### config.mk
export PLATFORM = sky130hd
export DESIGN_NAME = button_conditioner
export DESIGN_NICKNAME = d
export VERILOG_FILES = /design/src/rtl/button_conditioner.sv
export SDC_FILE = /design/constraint.sdc
export NUM_CORES = 1
export LEC_CHECK = 0
export CELL_PAD_IN_SITES_DETAIL_PLACEMENT = 0
export CELL_PAD_IN_SITES_GLOBAL_PLACEMENT = 1
export CORE_MARGIN = 2
export CORE_UTILIZATION = 53
export DETAILED_ROUTE_END_ITERATION = 6
export PLACE_DENSITY_LB_ADDON = 0.1
export SKIP_CTS_REPAIR_TIMING = 1
export SLEW_MARGIN = 10
export SYNTH_ARGS = -nofsm -noshare
export SYNTH_HDL_FRONTEND = slang
export SYNTH_SLANG_ARGS = --single-unit
### constraint.sdc
create_clock -name clk -period 4.9 [get_ports clk]
set_input_delay 0.49 -clock clk [delete_from_list [all_inputs] [get_ports clk]]
set_output_delay 0.49 -clock clk [all_outputs]
set_load 0.05 [all_outputs]
### src/rtl/button_conditioner.sv
// -----------------------------------------------------------------------------
// button_conditioner
//   Conditions five raw pushbuttons. Each channel is synchronized, debounced,
//   and then tracked by a small press FSM that turns level changes into
//   single-cycle event pulses.
//
// Parameters
//   DEBOUNCE_CYCLES   consecutive stable cycles needed to accept a level change
//   LONG_PRESS_CYCLES cycles a debounced press is held before long_pulse fires
//
// Ports
//   clk            system clock, all state on rising edge
//   rst            asynchronous active-low reset
//   btn_raw[4:0]   raw buttons {down, right, middle, left, up}, async, bouncy
//   btn_level      debounced level per channel
//   press_pulse    one cycle on accepted press
//   release_pulse  one cycle on accepted release
//   long_pulse     one cycle when a press has been held LONG_PRESS_CYCLES
//   click_pulse    one cycle on release of a press that never went long
//
// Press FSM (one per channel)
//   state        | meaning
//   -------------+---------------------------------------------
//   ST_IDLE      | debounced level 0
//   ST_HELD      | debounced level 1, hold timer running
//   ST_LONG_HELD | debounced level 1, long_pulse already issued
// -----------------------------------------------------------------------------
module button_conditioner #(
   parameter int DEBOUNCE_CYCLES   = 2000000,
   parameter int LONG_PRESS_CYCLES = 300000000
) (
   input  logic       clk,
   input  logic       rst,
   input  logic [4:0] btn_raw,
   output logic [4:0] btn_level,
   output logic [4:0] press_pulse,
   output logic [4:0] release_pulse,
   output logic [4:0] long_pulse,
   output logic [4:0] click_pulse
);

   localparam int NCH = 5;
   localparam int DW  = $clog2(DEBOUNCE_CYCLES) + 1;
   localparam int HW  = $clog2(LONG_PRESS_CYCLES) + 1;

   // Debounce accepts on the edge where the count would reach DEBOUNCE_CYCLES.
   localparam logic [DW-1:0] DEB_LAST  = DW'(DEBOUNCE_CYCLES - 1);
   // Long fires on the edge where the hold count reaches LONG_PRESS_CYCLES-1.
   localparam logic [HW-1:0] HOLD_LAST = HW'(LONG_PRESS_CYCLES - 2);

   typedef enum logic [1:0] {
      ST_IDLE      = 2'd0,
      ST_HELD      = 2'd1,
      ST_LONG_HELD = 2'd2
   } state_t;

   logic [NCH-1:0] sync_a;
   logic [NCH-1:0] sync_b;

   logic [DW-1:0]  deb_cnt     [NCH];
   logic [DW-1:0]  deb_cnt_nxt [NCH];
   logic [NCH-1:0] accept;

   state_t         state       [NCH];
   state_t         state_nxt   [NCH];
   logic [HW-1:0]  hold_cnt    [NCH];
   logic [HW-1:0]  hold_nxt    [NCH];

   logic [NCH-1:0] press_nxt;
   logic [NCH-1:0] release_nxt;
   logic [NCH-1:0] long_nxt;
   logic [NCH-1:0] click_nxt;

   // Debounce: count cycles where the synchronized input disagrees with the
   // accepted level; any agreeing cycle restarts the count.
   always_comb begin
      accept = '0;
      for (int i = 0; i < NCH; i++) begin
         deb_cnt_nxt[i] = '0;
         if (sync_b[i] != btn_level[i]) begin
            if (deb_cnt[i] == DEB_LAST) begin
               accept[i] = 1'b1;
            end else begin
               deb_cnt_nxt[i] = deb_cnt[i] + DW'(1);
            end
         end
      end
   end

   // Press FSM next-state and pulse decode. Pulses are registered, so they
   // line up with the cycle in which btn_level first shows the new value.
   always_comb begin
      press_nxt   = '0;
      release_nxt = '0;
      long_nxt    = '0;
      click_nxt   = '0;
      for (int i = 0; i < NCH; i++) begin
         state_nxt[i] = state[i];
         hold_nxt[i]  = hold_cnt[i];
         case (state[i])
            ST_IDLE: begin
               hold_nxt[i] = '0;
               if (accept[i]) begin
                  state_nxt[i] = ST_HELD;
                  press_nxt[i] = 1'b1;
               end
            end
            ST_HELD: begin
               if (accept[i]) begin
                  state_nxt[i]   = ST_IDLE;
                  hold_nxt[i]    = '0;
                  release_nxt[i] = 1'b1;
                  click_nxt[i]   = 1'b1;
               end else begin
                  hold_nxt[i] = hold_cnt[i] + HW'(1);
                  if (hold_cnt[i] == HOLD_LAST) begin
                     state_nxt[i] = ST_LONG_HELD;
                     long_nxt[i]  = 1'b1;
                  end
               end
            end
            ST_LONG_HELD: begin
               // Hold count frozen here so it can never wrap during a long press.
               if (accept[i]) begin
                  state_nxt[i]   = ST_IDLE;
                  hold_nxt[i]    = '0;
                  release_nxt[i] = 1'b1;
               end
            end
            default: begin
               state_nxt[i] = ST_IDLE;
               hold_nxt[i]  = '0;
            end
         endcase
      end
   end

   always_ff @(posedge clk or negedge rst) begin
      if (!rst) begin
         sync_a        <= '0;
         sync_b        <= '0;
         btn_level     <= '0;
         press_pulse   <= '0;
         release_pulse <= '0;
         long_pulse    <= '0;
         click_pulse   <= '0;
         for (int i = 0; i < NCH; i++) begin
            deb_cnt[i]  <= '0;
            state[i]    <= ST_IDLE;
            hold_cnt[i] <= '0;
         end
      end else begin
         sync_a        <= btn_raw;
         sync_b        <= sync_a;
         btn_level     <= btn_level ^ accept;
         press_pulse   <= press_nxt;
         release_pulse <= release_nxt;
         long_pulse    <= long_nxt;
         click_pulse   <= click_nxt;
         for (int i = 0; i < NCH; i++) begin
            deb_cnt[i]  <= deb_cnt_nxt[i];
            state[i]    <= state_nxt[i];
            hold_cnt[i] <= hold_nxt[i];
         end
      end
   end

endmodule
== After elaboration in Yosys (flattened, before gate mapping) ==
Cells that the tools add are included.
Storage, ports and cells
  output and inout bits: 25
  logic and storage cells: 183
  input port bits: 7
  register bits: 305
Operators by class
  bitwise gates (word level): 1
  equal/unequal tests: 40
  reduce and logical (&&, ||, !) cells: 15
  multiplexer cells: 95
  add/subtract/negate cells: 10
Operators with widths (number)
  $mux W30: 10
  $pmux W30 S2: 5
  $mux W22: 10
  $add A30 B1 Y30 const B: 5
  $eq A30 B29 Y1 const B: 5
  $add A22 B1 Y22 const B: 5
  $eq A22 B21 Y1 const B: 5
  $mux W1: 45
  $mux W2: 20
  $pmux W2 S3: 5
  $ne A2 B2 Y1 const B: 10
  $ne A3 B3 Y1 const B: 5
  $reduce_and A3 Y1: 5
  $eq A2 B1 Y1 const B: 5
  $eq A2 B2 Y1 const B: 5
  $logic_not A2 Y1: 5
  $reduce_or A2 Y1: 5
  $ne A1 B1 Y1: 5
  $xor A5 B5 Y5: 1

== Depth between registers and ports, before layout ==
  depth after elaboration: 5
  depth in mapped cells: 9
  depth with buffers taken out: 7

== Worst setup path after synthesis ==
No wires, ideal clock.
  path type: reg-to-reg
  from: register with a tool-made name
  to: register hold_cnt[139] in the netlist's numbering
  path buffers: 2
  arrival: 2174 ps
  required time: 4781 ps
  setup slack: 2607 ps
  stages on the path, launching flop included: 8
  library setup time: 119 ps
  clock period less this slack: 2293 ps
  path through: dfrtp_1 > xnor2_1 > nor3_1 > a21oi_1 > clkbuf_1 > clkbuf_1 > nor3_1 > o21ba_2
RTL lines
  end signal: indexed assignment: line 163  | hold_cnt[i] <= hold_nxt[i];
  end: declaration: line 66  | logic [HW-1:0] hold_cnt [NCH];

==> results.sh <==
export IMPL_status="completed"
export IMPL_ys_types=63
export IMPL_hp_class="primary input to async pin"
export IMPL_drt_iter0_drc=861
export IMPL_place_congestion=0.772
export IMPL_cp_slowest_cell="or2_1"
export IMPL_cts_tree="yes"
export IMPL_cp_end_kind="register"
export IMPL_cts_path_max_buffers=3
export IMPL_power_internal_mw=4.37
export IMPL_async_flop_share_pct=100
export IMPL_yosysWarnings=0
export IMPL_setup_violations=0
export IMPL_core_area_mm2=0.0296
export IMPL_synth_seq_cells=305
export IMPL_netSwitchingPower_mw=1.12
export IMPL_synth_area_top_cells="dfrtp_1 (48%), a21oi_1 (4.4%), nor2_1 (4.1%)"
export IMPL_synth_compound_area_share_pct=11.2
export IMPL_fin_nets=1746
export IMPL_buffer_ports_inserted=31
export IMPL_drc=0
export IMPL_worst_path_max_fanout=22
export IMPL_dpl_hpwl_mm=21.7
export IMPL_worst_ep_arrival_time_ps=3050
export IMPL_grt_pass1_vias=11976
export IMPL_max_slew_margin_pct=23.9
export IMPL_clkPwrFrac_pct=52.0
export IMPL_avgViaCountPerCell=6.00
export IMPL_slew_violations=0
export IMPL_drive_gt1_share_pct=6.06
export IMPL_period_share_pct=55.1
export IMPL_max_freq_mhz=371
export IMPL_startpoint_type="register"
export IMPL_rsz0062_at_grt="no"
export IMPL_vias=12739
export IMPL_cts_root_buf="clkbuf_16"
export IMPL_max_cap_viol_count=0
export IMPL_comb_power_share_pct=1.7
export IMPL_wire_per_inst_um=15.9
export IMPL_synth_ff_type="dfrtp_1"
export IMPL_diodes=0
export IMPL_pwr_share_seq_pct=46.3
export IMPL_p_sw_share_pct=20.5
export IMPL_synth_top_area_share_pct=48.0
export IMPL_cts_buffers=35
export IMPL_worst_slew_pin_transition_ps=1140
export IMPL_grt_ovfl_total=0
export IMPL_htreeDepth=2
export IMPL_yosys_mux_area_fraction_pct=0.945
export IMPL_grt_max_degree=122
export IMPL_place_inst=2062
export IMPL_die_h_um=177
export IMPL_area_growth_syn_to_layout_pct=12.0
export IMPL_synth_common_cells="dfrtp_1 (305), nor2_1 (172), a21oi_1 (141)"
export IMPL_power_total_mw=5.49
export IMPL_yosysSeqAreaShare_pct=48.0
export IMPL_period_minus_slack_ps=2700
export IMPL_num_rows=63
export IMPL_drtAntennaViolNets=0
export IMPL_critPathRequiredTime_ps=5250
export IMPL_power_density_mw_per_mm2=309
export IMPL_synth_top_area_cell="dfrtp_1"
export IMPL_power_leakage_nw=6.90
export IMPL_whs_ps=112
export IMPL_grt_first_pass_wirelength_mm=58.4
export IMPL_synth_simple_area_share_pct=28.9
export IMPL_synth_adder_area_share_pct=2.36
export IMPL_start_util_pct=53.8
export IMPL_path_cells="ha_1 > nand3_1 > nor4_2 > nor3b_1 > or2_1 > nor2_1"
export IMPL_wirelength_mm=33.7
export IMPL_dieArea_mm2=0.0314
export IMPL_synth_top_family_by_area="simple AND/OR/NAND/NOR gates"
export IMPL_cts_num_sinks=305
export IMPL_grt_usage_pct=21.9
export IMPL_synth_edff_count=0
export IMPL_syn_nets=1736
export IMPL_hold_viol_final=0
export IMPL_clk_pin_slew_ps=60
export IMPL_setup_worst_path_class="register to register"
export IMPL_synth_area_per_cell_um2=9.35
export IMPL_clk_latency_ps=510
export IMPL_slowest_delay_ps=630
export IMPL_vdd_ir_drop_max_uv=272
export IMPL_startpoint="deb_cnt[66]"
export IMPL_first_pass_iters=7
export IMPL_die_x_um=177
export IMPL_yosys_area_share_xor_xnor_pct=5.73
export IMPL_yosysMostFrequentCell="dfrtp_1"
export IMPL_finClkSkew_ps=11.5
export IMPL_syn_area_mm2=0.0159
export IMPL_ios=32
export IMPL_r2r_start="deb_cnt[66]"
export IMPL_final_core_util_pct=60.2
export IMPL_fin_cells=2124
export IMPL_tns_ps=0
export IMPL_antenna_found_initial=0
export IMPL_syn_inst=1699
final cells by class:
type / count / area (um^2)
flip-flops and latches: 305 / 7630
fillers: 2559 / 11800
repair buffers: 40 / 408
multi-input cells: 1280 / 7820
inverters: 47 / 176
clock inverters: 21 / 318
clock buffers: 41 / 951
well taps: 390 / 488
power groups by stage:
stage,clock network (mW),logic (mW),registers (mW)
2_1_floorplan,0,0.0304,2.59
3_3_place_gp,0,0.0971,2.59
3_5_place_dp,0,0.0972,2.59
4_1_cts,2.93,0.0978,2.54
5_1_grt,3.04,0.110,2.55
6_report,2.85,0.0919,2.55
metal layers:
metal  routed length (um)  track usage (%)
met5                    0                0
met4                  519             4.86
met3                 1030             2.94
met2                15600             34.5
met1                16600             32.3
final timing paths:
| check | endpoint | slack, ps | depth (start not counted) |
|---|---|---|---|
| max in group asynchronous | deb_cnt[88] | 3690 | 2 |
| max reg2reg | deb_cnt[71] | 2200 | 6 |
| min in group clk | sync_b[1] | 350 | 0 |
| min | hold_cnt[33] | 110 | 1 |
| min reg2reg | sync_b[1] | 350 | 0 |
| max | deb_cnt[71] | 2200 | 6 |
stage by stage:
stage          area, um^2  setup slack (ps)
2_1_floorplan       15900              2610
3_3_place_gp        16500              2050
5_1_grt             17800              1900
6_report            17800              2200
4_1_cts             17800              1860
3_5_place_dp        16500              1940
flip-flops by register name (all words and copies together) (netlist names), named ones only:
| signal | flops |
|---|---|
| long_pulse | 5 |
| deb_cnt | 110 |
| hold_cnt | 150 |
| press_pulse | 5 |
| click_pulse | 5 |
| release_pulse | 5 |
| state | 10 |
| sync_a | 5 |
| sync_b | 5 |
kinds of logic (layout without fill, tap and decap cells):
family / count (synthesis) / in the layout
multiplexers: 14 / 14
AO/OA/AOI/OAI: 306 / 306
buffers and inverters: 114 / 149
AND/OR/NAND/NOR: 826 / 826
flip-flops: 305 / 305
adder cells (fa/ha/maj): 30 / 30
XOR/XNOR: 104 / 104
worst max-delay path, delay by kind of cell, from the launching register on:
family	cells	cell delay (ps)
adders and majority gates	1	210
and+or+nand+nor	5	1940
DFF	1	390
layout by cell type (no fill, tap or decap), drive strengths merged, types with 4 or more instances in the layout:
cell,netlist,final
o21ai,69,69
mux2i,6,6
o22ai,4,4
ha,30,30
and2,21,21
a21oi,143,143
bufinv,0,8
nor3b,10,10
and4,25,25
dfrtp,305,305
xnor2,36,36
or3,76,76
clkbuf,60,41
nand3,115,115
clkinv,0,11
nand4,71,71
or4b,6,6
o211ai,12,12
nand2,116,116
o31ai,47,47
clkdlybuf4s50,0,30
nor4,32,32
and3,34,34
nor3,35,35
mux2,8,8
inv,47,47
and3b,4,4
nor4b,15,15
or2,9,9
nor4bb,4,4
a31oi,10,10
nand2b,7,7
xor2,68,68
buf,7,10
o41ai,6,6
or4,63,63
nor2,172,172
(Power assumes the default switching activity.)
